**src/rtl/sd_bist_pkg.sv**
```systemverilog
// rtl/sd_bist_pkg.sv - shared types and constants for the SD sector self test
//   state_t        : controller states
//   ERR_*          : err_code values reported at the end of a run
//   SECTOR_BYTES   : bytes per SD sector
//   SECTOR_IDX_END : SECTOR_BYTES as a 10-bit byte-index value
package sd_bist_pkg;

    localparam int SECTOR_BYTES = 512;
    localparam logic [9:0] SECTOR_IDX_END = 10'(SECTOR_BYTES);

    typedef enum logic [2:0] {
        ST_IDLE      = 3'd0,
        ST_WAIT_INIT = 3'd1,
        ST_WRITE     = 3'd2,
        ST_READ      = 3'd3,
        ST_FINISH    = 3'd4
    } state_t;

    localparam logic [2:0] ERR_NONE      = 3'd0;
    localparam logic [2:0] ERR_TIMEOUT   = 3'd1;
    localparam logic [2:0] ERR_WR_LEN    = 3'd2;
    localparam logic [2:0] ERR_RD_LEN    = 3'd3;
    localparam logic [2:0] ERR_MISMATCH  = 3'd4;
    localparam logic [2:0] ERR_INIT_LOST = 3'd5;

endpackage

```
**src/rtl/sd_bist_pattern.sv**
```systemverilog
// rtl/sd_bist_pattern.sv - combinational test byte generator
//   idx  : byte index within the sector (0..511)
//   data : idx[7:0] ^ idx[8] ^ SEED
module sd_bist_pattern #(
    parameter logic [7:0] SEED = 8'hA5
) (
    input  logic [8:0] idx,
    output logic [7:0] data
);

    // Folding bit 8 into bit 0 makes the second half of the sector differ
    // from the first half, so an address-bit-8 fault shows up as mismatches.
    assign data = idx[7:0] ^ {7'b0, idx[8]} ^ SEED;

endmodule

```
**src/rtl/sd_sector_bist.sv**
```systemverilog
// rtl/sd_sector_bist.sv - writes one sector with a known pattern, reads it back and checks it
//   clk, rst                       : clock, synchronous active-high reset
//   start                          : single-cycle run request (ignored while busy)
//   sd_init_done                   : card ready
//   sd_sec_write / _addr / _data   : sector write request, address, registered write byte
//   sd_sec_write_data_req / _end   : byte request / write complete from the card controller
//   sd_sec_read / _addr            : sector read request, address
//   sd_sec_read_data / _valid/_end : read byte, byte strobe, read complete
//   busy, done, pass               : run in progress, end-of-run pulse, last run passed
//   err_code, err_cnt              : failure reason, mismatching byte count of last run
module sd_sector_bist
    import sd_bist_pkg::*;
#(
    parameter logic [31:0] TEST_SECTOR = 32'd8192,
    parameter logic [7:0]  SEED        = 8'hA5,
    parameter logic [31:0] TIMEOUT_CYC = 32'd50_000_000
) (
    input  logic        clk,
    input  logic        rst,
    input  logic        start,
    input  logic        sd_init_done,
    output logic        sd_sec_write,
    output logic [31:0] sd_sec_write_addr,
    output logic [7:0]  sd_sec_write_data,
    input  logic        sd_sec_write_data_req,
    input  logic        sd_sec_write_end,
    output logic        sd_sec_read,
    output logic [31:0] sd_sec_read_addr,
    input  logic [7:0]  sd_sec_read_data,
    input  logic        sd_sec_read_data_valid,
    input  logic        sd_sec_read_end,
    output logic        busy,
    output logic        done,
    output logic        pass,
    output logic [2:0]  err_code,
    output logic [9:0]  err_cnt
);

    state_t      state;
    state_t      state_nxt;
    logic [2:0]  fin_code;

    logic [31:0] tmo_cnt;
    logic        tmo_hit;

    logic [9:0]  wr_idx;
    logic [9:0]  wr_idx_nxt;
    logic [7:0]  wr_pat;
    logic [7:0]  wr_data_q;

    logic [9:0]  rd_idx;
    logic [9:0]  rd_idx_nxt;
    logic [7:0]  rd_pat;
    logic        rd_hit;
    logic        rd_in_range;
    logic        rd_mismatch;
    logic [9:0]  err_cnt_q;
    logic [9:0]  err_cnt_nxt;
    logic        len_err;
    logic        len_err_nxt;

    logic        pass_q;
    logic [2:0]  err_code_q;
    logic        start_run;

    assign start_run = (state == ST_IDLE) && start;
    assign tmo_hit   = (tmo_cnt >= (TIMEOUT_CYC - 32'd1));

    sd_bist_pattern #(.SEED(SEED)) u_wr_pat (
        .idx  (wr_idx_nxt[8:0]),
        .data (wr_pat)
    );

    sd_bist_pattern #(.SEED(SEED)) u_rd_pat (
        .idx  (rd_idx[8:0]),
        .data (rd_pat)
    );

    // The write byte register is loaded from the index the next cycle will
    // hold, so byte k is on sd_sec_write_data while the k-th request is high.
    // The index stops at 513: any count past 512 is already a length error.
    always_comb begin
        wr_idx_nxt = wr_idx;
        if (start_run) begin
            wr_idx_nxt = '0;
        end else if ((state == ST_WRITE) && sd_sec_write_data_req
                     && (wr_idx <= SECTOR_IDX_END)) begin
            wr_idx_nxt = wr_idx + 10'd1;
        end
    end

    // Read-side next values include the byte strobed this cycle, so a strobe
    // coinciding with sd_sec_read_end is counted before the end is judged.
    assign rd_hit      = (state == ST_READ) && sd_sec_read_data_valid;
    assign rd_in_range = (rd_idx < SECTOR_IDX_END);
    assign rd_mismatch = rd_hit && rd_in_range && (sd_sec_read_data != rd_pat);
    assign rd_idx_nxt  = rd_idx + {9'd0, rd_hit && rd_in_range};
    assign err_cnt_nxt = err_cnt_q + {9'd0, rd_mismatch};
    assign len_err_nxt = len_err | (rd_hit && !rd_in_range);

    // State register
    always_ff @(posedge clk) begin
        if (rst) begin
            state <= ST_IDLE;
        end else begin
            state <= state_nxt;
        end
    end

    // Next-state logic; fin_code is the result latched when entering FINISH.
    // Losing the card takes priority over a same-cycle end or timeout.
    always_comb begin
        state_nxt = state;
        fin_code  = ERR_NONE;
        case (state)
            ST_IDLE: begin
                if (start) begin
                    state_nxt = ST_WAIT_INIT;
                end
            end
            ST_WAIT_INIT: begin
                if (sd_init_done) begin
                    state_nxt = ST_WRITE;
                end else if (tmo_hit) begin
                    state_nxt = ST_FINISH;
                    fin_code  = ERR_TIMEOUT;
                end
            end
            ST_WRITE: begin
                if (!sd_init_done) begin
                    state_nxt = ST_FINISH;
                    fin_code  = ERR_INIT_LOST;
                end else if (sd_sec_write_end) begin
                    if (wr_idx == SECTOR_IDX_END) begin
                        state_nxt = ST_READ;
                    end else begin
                        state_nxt = ST_FINISH;
                        fin_code  = ERR_WR_LEN;
                    end
                end else if (tmo_hit) begin
                    state_nxt = ST_FINISH;
                    fin_code  = ERR_TIMEOUT;
                end
            end
            ST_READ: begin
                if (!sd_init_done) begin
                    state_nxt = ST_FINISH;
                    fin_code  = ERR_INIT_LOST;
                end else if (sd_sec_read_end) begin
                    state_nxt = ST_FINISH;
                    if ((rd_idx_nxt != SECTOR_IDX_END) || len_err_nxt) begin
                        fin_code = ERR_RD_LEN;
                    end else if (err_cnt_nxt != 10'd0) begin
                        fin_code = ERR_MISMATCH;
                    end
                end else if (tmo_hit) begin
                    state_nxt = ST_FINISH;
                    fin_code  = ERR_TIMEOUT;
                end
            end
            ST_FINISH: begin
                state_nxt = ST_IDLE;
            end
            default: begin
                state_nxt = ST_IDLE;
            end
        endcase
    end

    // Output decode; requests follow the state so they drop in the cycle
    // after the state leaves WRITE/READ (including on reset).
    always_comb begin
        busy         = 1'b0;
        done         = 1'b0;
        sd_sec_write = 1'b0;
        sd_sec_read  = 1'b0;
        case (state)
            ST_WAIT_INIT: busy = 1'b1;
            ST_WRITE: begin
                busy         = 1'b1;
                sd_sec_write = 1'b1;
            end
            ST_READ: begin
                busy        = 1'b1;
                sd_sec_read = 1'b1;
            end
            ST_FINISH: done = 1'b1;
            default: ;
        endcase
    end

    // Datapath registers
    always_ff @(posedge clk) begin
        if (rst) begin
            tmo_cnt    <= '0;
            wr_idx     <= '0;
            wr_data_q  <= '0;
            rd_idx     <= '0;
            err_cnt_q  <= '0;
            len_err    <= 1'b0;
            pass_q     <= 1'b0;
            err_code_q <= ERR_NONE;
        end else begin
            // Phase timer restarts whenever the state changes.
            if ((state == ST_IDLE) || (state_nxt != state)) begin
                tmo_cnt <= '0;
            end else begin
                tmo_cnt <= tmo_cnt + 32'd1;
            end

            wr_idx <= wr_idx_nxt;
            if (start_run || (state == ST_WRITE)) begin
                wr_data_q <= wr_pat;
            end

            if (start_run) begin
                rd_idx     <= '0;
                err_cnt_q  <= '0;
                len_err    <= 1'b0;
                pass_q     <= 1'b0;
                err_code_q <= ERR_NONE;
            end else begin
                if (state == ST_READ) begin
                    rd_idx    <= rd_idx_nxt;
                    err_cnt_q <= err_cnt_nxt;
                    len_err   <= len_err_nxt;
                end
                if (state_nxt == ST_FINISH) begin
                    err_code_q <= fin_code;
                    pass_q     <= (state == ST_READ) && (fin_code == ERR_NONE);
                end
            end
        end
    end

    assign sd_sec_write_addr = TEST_SECTOR;
    assign sd_sec_read_addr  = TEST_SECTOR;
    assign sd_sec_write_data = wr_data_q;
    assign pass              = pass_q;
    assign err_code          = err_code_q;
    assign err_cnt           = err_cnt_q;

endmodule
```
**config.mk**
```make
export PLATFORM = sky130hd
export DESIGN_NAME = sd_sector_bist
export DESIGN_NICKNAME = d
export VERILOG_FILES = /design/src/rtl/sd_bist_pkg.sv /design/src/rtl/sd_bist_pattern.sv /design/src/rtl/sd_sector_bist.sv
export SDC_FILE = /design/constraint.sdc
export NUM_CORES = 1
export LEC_CHECK = 0
export ABC_CLOCK_PERIOD_IN_PS = 7700
export BUFFER_PORTS_ARGS = -buffer_cell sky130_fd_sc_hd__buf_2
export CORE_MARGIN = 2
export CORE_UTILIZATION = 31
export CTS_CLUSTER_DIAMETER = 100
export CTS_CLUSTER_SIZE = 20
export DETAILED_ROUTE_END_ITERATION = 6
export HOLD_SLACK_MARGIN = 0.05
export PLACE_DENSITY_LB_ADDON = 0.12
export RECOVER_POWER = 50
export SYNTH_ARGS = -nofsm -noshare
export SYNTH_HDL_FRONTEND = slang
export SYNTH_SLANG_ARGS = --single-unit
```
**constraint.sdc**
```tcl
create_clock -name clk -period 7.7 [get_ports clk]
set_clock_uncertainty 0.1 [all_clocks]
set_input_delay 1.925 -clock clk [delete_from_list [all_inputs] [get_ports clk]]
set_output_delay 1.925 -clock clk [all_outputs]
set_load 0.02 [all_outputs]
```
==> implementation parameters <==
Parameter                              Value

STA
  Final worst slack ... approximately 3.3 ns
  Setup repair after global routing missed its margin ... false
  Worst Max-Slew Pin Slew ... 2.14 ns
  Final period demand of the worst path ... roughly 4.4 ns
  Final Hold Fails ... 0
  Worst slack on hold paths ... about 0.35 ns
  Max Clock Freq ... 230 MHz
  Max_slew headroom ... -43.0%
  Ratio of final minimum period to clock period ... 56.5%
  Final-report max-slew violation count ... 38
  Setup TNS Final ... 0 ns
  Count of endpoints failing setup in the final report ... 0

Clocking
  Clock tree from TritonCTS ... yes
  Clock sink count ... 78
  Number of buffers inserted by hold repair at cts ... 0
  Post-CTS setup repair buffer count ... 0
  H-tree levels ... 3
  Root buf cell ... clkbuf_16
  Deepest clock path buffer count ... 2
  Post_cts resized ... 0
  Clock insertion delay at the later pin of the skew report ... 0.34 ns
  Post-CTS clock slew at the launch and capture registers of the worst setup and hold paths ... 0.07 ns
  Total CTS buffers ... 9

Critical path
  Data arrival time of the critical path ... 4.40 ns
  Max FO, Critical Path ... 37
  Category of the most critical setup path ... in2reg
  Worst EP required ... 7.75 ns
  Worst flop-to-flop path startpoint ... state[1]$_SDFF_PP0_
  Reg2Reg Capture Point ... err_code[0]$_SDFFE_PP0N_
  Slowest CP cell ... or2_0
  Cells traversed along the worst timing path ... clkbuf_1, nor4b_1, clkbuf_1, or2_0, o31ai_1
  Max stage delay on crit path ... 1.59 ns
  Setup slack on the worst flop-to-flop path ... 3.70 ns
  Startpoint class of the critical path ... input pin
  Most frequent cell on the critical path ... clkbuf_1
  Worst setup EP type ... flop
  Worst reg2reg path depth ... 13

Routing
  Initial drt markers ... 180
  Final Routed Wirelength ... around 8900 µm
  Antenna violation net count after detailed routing ... 0
  Vias per inst ... 4.51
  Remaining routing DRC violations ... 0
  Via count ... 3335
  Detailed Routing Iterations Pass 1 ... 4
  Average wire per standard cell ... about 12 µm

Synth
  Average cell area after synthesis ... 8.17 µm²
  Top cells by area in the synthesized netlist ... dfxtp_1, buf_4, xor2_1
  Part of the Yosys area used for sequential elements ... 36.4%
  Mapped cell area ... 4290 µm²
  Synthesized instance count ... 525
  Count of yosys warnings during synthesis ... 0
  Fraction of synthesis flops using an asynchronous set or reset pin ... 0%
  Yosys top cell by area ... dfxtp_1
  Post-synth EDFFs ... 0
  Area share of the leading cell type in the synthesized netlist ... 36.4%
  Cell variety after synth ... 54
  Flops & latches, synth ... 78
  Primary FF master, synth ... dfxtp_1

Worst hold path
  Worst Hold Path Cells ... 1
  Class of the tightest hold or removal check ... reg2reg
  Worst Min Path Start ... tmo_cnt[0]$_SDFF_PP0_
  Worst min-delay path endpoint ... tmo_cnt[0]$_SDFF_PP0_

Global routing
  Largest net degree at the start of global routing ... 38
  Grt total ovfl ... 0
  Number of antenna violations at the first check in global routing ... 0
  Aggregate global-route resource usage ... 12.5%
  Global-route wire length before repair ... 14500 µm
  Via count of the first global-routing pass ... 2936

Pwr
  Comb pwr share ... 7.7%
  Switching Share ... 26.1%
  Clock share of power ... 45.2%
  Switching power ... 0.229 mW
  Pwr Density ... 189 nW/µm²
  Leakage power ... 1.74 nW
  Sequential cell fraction of total power ... between 40% and 50%
  Design internal power ... 0.649 mW
  Worst-case vdd ir drop ... 0.0000725 V

Die
  Rows ... 42
  Die W ... 122 µm
  Core area ... 13400 µm²
  I/O pin count ... 106
  Die Area ... 14800 µm²
  Starting density of the core ... a little under a third
  Die height ... 122 µm

Layout
  Diode insertion count for antenna repair ... 0
  Proportion of layout cells with a drive suffix above 1 ... 6.22%
  Layout overhead on the synthesized area ... 7.97%
  Net count of the finished layout ... 581

Run status
  Violations in the final reports ... capacitance limit, slew limit
  Outcome ... complete, but fails checks

Flow run
  Total of max-cap violations ... 1

Placed design
  Final weighted congestion of routability-driven global placement ... 0.748
  Setup slack after placement ... 3.19 ns
  HPWL after detailed placement ... 6540 µm
  Total of buffers placed on input and output ports ... 41
## state kept, by name, summed over array words and instances (netlist names)
| signal | cells |
|---|---|
| err_cnt | 10 |
| err_code | 3 |
| len_err | 1 |
| pass | 1 |
| rd_idx | 10 |
| sd_sec_write_data | 8 |
| state | 3 |
| tmo_cnt | 32 |
| wr_idx | 10 |
## cells in the final DEF (no fill, tap or decap), types with 10 or more instances in the layout
| cell type | n |
|---|---|
| a21oi_1 | 17 |
| buf_2 | 16 |
| clkbuf_1 | 27 |
| conb_1 | 70 |
| dfxtp_1 | 78 |
| inv_1 | 11 |
| nand2_1 | 44 |
| nand3_1 | 16 |
| nand4_1 | 19 |
| nor2_1 | 80 |
| nor3_1 | 10 |
| xnor2_1 | 24 |
| xor2_1 | 35 |
## routing by layer
layer | vias up | GRT usage [%] | wire [µm]
li1 | 1711 | - | -
met1 | 1544 | 16.1 | 4200
met2 | 67 | 20.0 | 4180
met3 | 13 | 3.09 | 333
met4 | 0 | 5.24 | 162
met5 | - | 0 | 0
## how the worst max path moves through the flow
stage	depth (start not counted)	endpoint	from
after detailed placement	11	pass$_SDFFE_PP0N_	sd_sec_read_data_valid
after CTS	11	pass$_SDFFE_PP0N_	sd_sec_read_data_valid
after global routing	5	err_code[2]$_SDFFE_PP0N_	start
after global placement	11	pass$_SDFFE_PP0N_	sd_sec_read_data_valid
after floorplan	10	pass$_SDFFE_PP0N_	sd_sec_read_data_valid
final	5	err_code[2]$_SDFFE_PP0N_	start
## cells by family after synthesis
kind of cell    share of synthesized area, %
compound gates                          9.75
xor+xnor                                12.1
fa+ha+maj                               2.04
buf+inv                                 14.8
flops                                   36.4
mux                                    0.467
other cells                            0.175
simple gates                            24.3
## cell usage after synthesis (6+ instances only)
cell type / instances
and3_1: 8
nand3_1: 16
inv_1: 11
xnor2_1: 24
a31oi_1: 7
nor3_1: 10
nor4_1: 6
a21oi_1: 17
nand4_1: 19
buf_4: 64
nor2_1: 80
nand2_1: 44
ha_1: 7
xor2_1: 35
o21ai_0: 7
dfxtp_1: 78
clkbuf_1: 16
## power by group through the flow
stage          Combinational, mW  Clock, mW  Sequential (mW)
2_1_floorplan             0.0789          0            0.423
3_3_place_gp              0.0689          0            0.422
3_5_place_dp              0.0691          0            0.422
4_1_cts                   0.0692      0.410            0.413
5_1_grt                   0.0751      0.432            0.414
6_report                  0.0676      0.396            0.413
## critical path, delay by kind of cell
kind	cells	cell delay (ns)
AND/OR/NAND/NOR	2	1.83
buffers and inverters	2	0.40
AO/OA/AOI/OAI	1	0.22
## layout make-up
class / instances / area [µm²]
flip-flops and latches: 78 / 1560
inverters: 12 / 45.0
clock buffers: 11 / 243
repair buffers: 42 / 178
fillers: 1463 / 8770
well taps: 176 / 220
clock inverters: 5 / 35.0
multi-input cells: 415 / 2350
## metrics by stage
step / area (µm²) / utilization [%] / power, mW / cells
detailed placement: 4390 / 32.7 / 0.491 / 723
CTS: 4660 / 34.8 / 0.892 / 739
floorplan: 4540 / - / 0.502 / 593
finish: 4630 / 34.5 / 0.877 / 739
global route: 4630 / 34.5 / 0.920 / 739
global placement: 4390 / 32.7 / 0.491 / 723
Power figures use the tool's default switching activity.
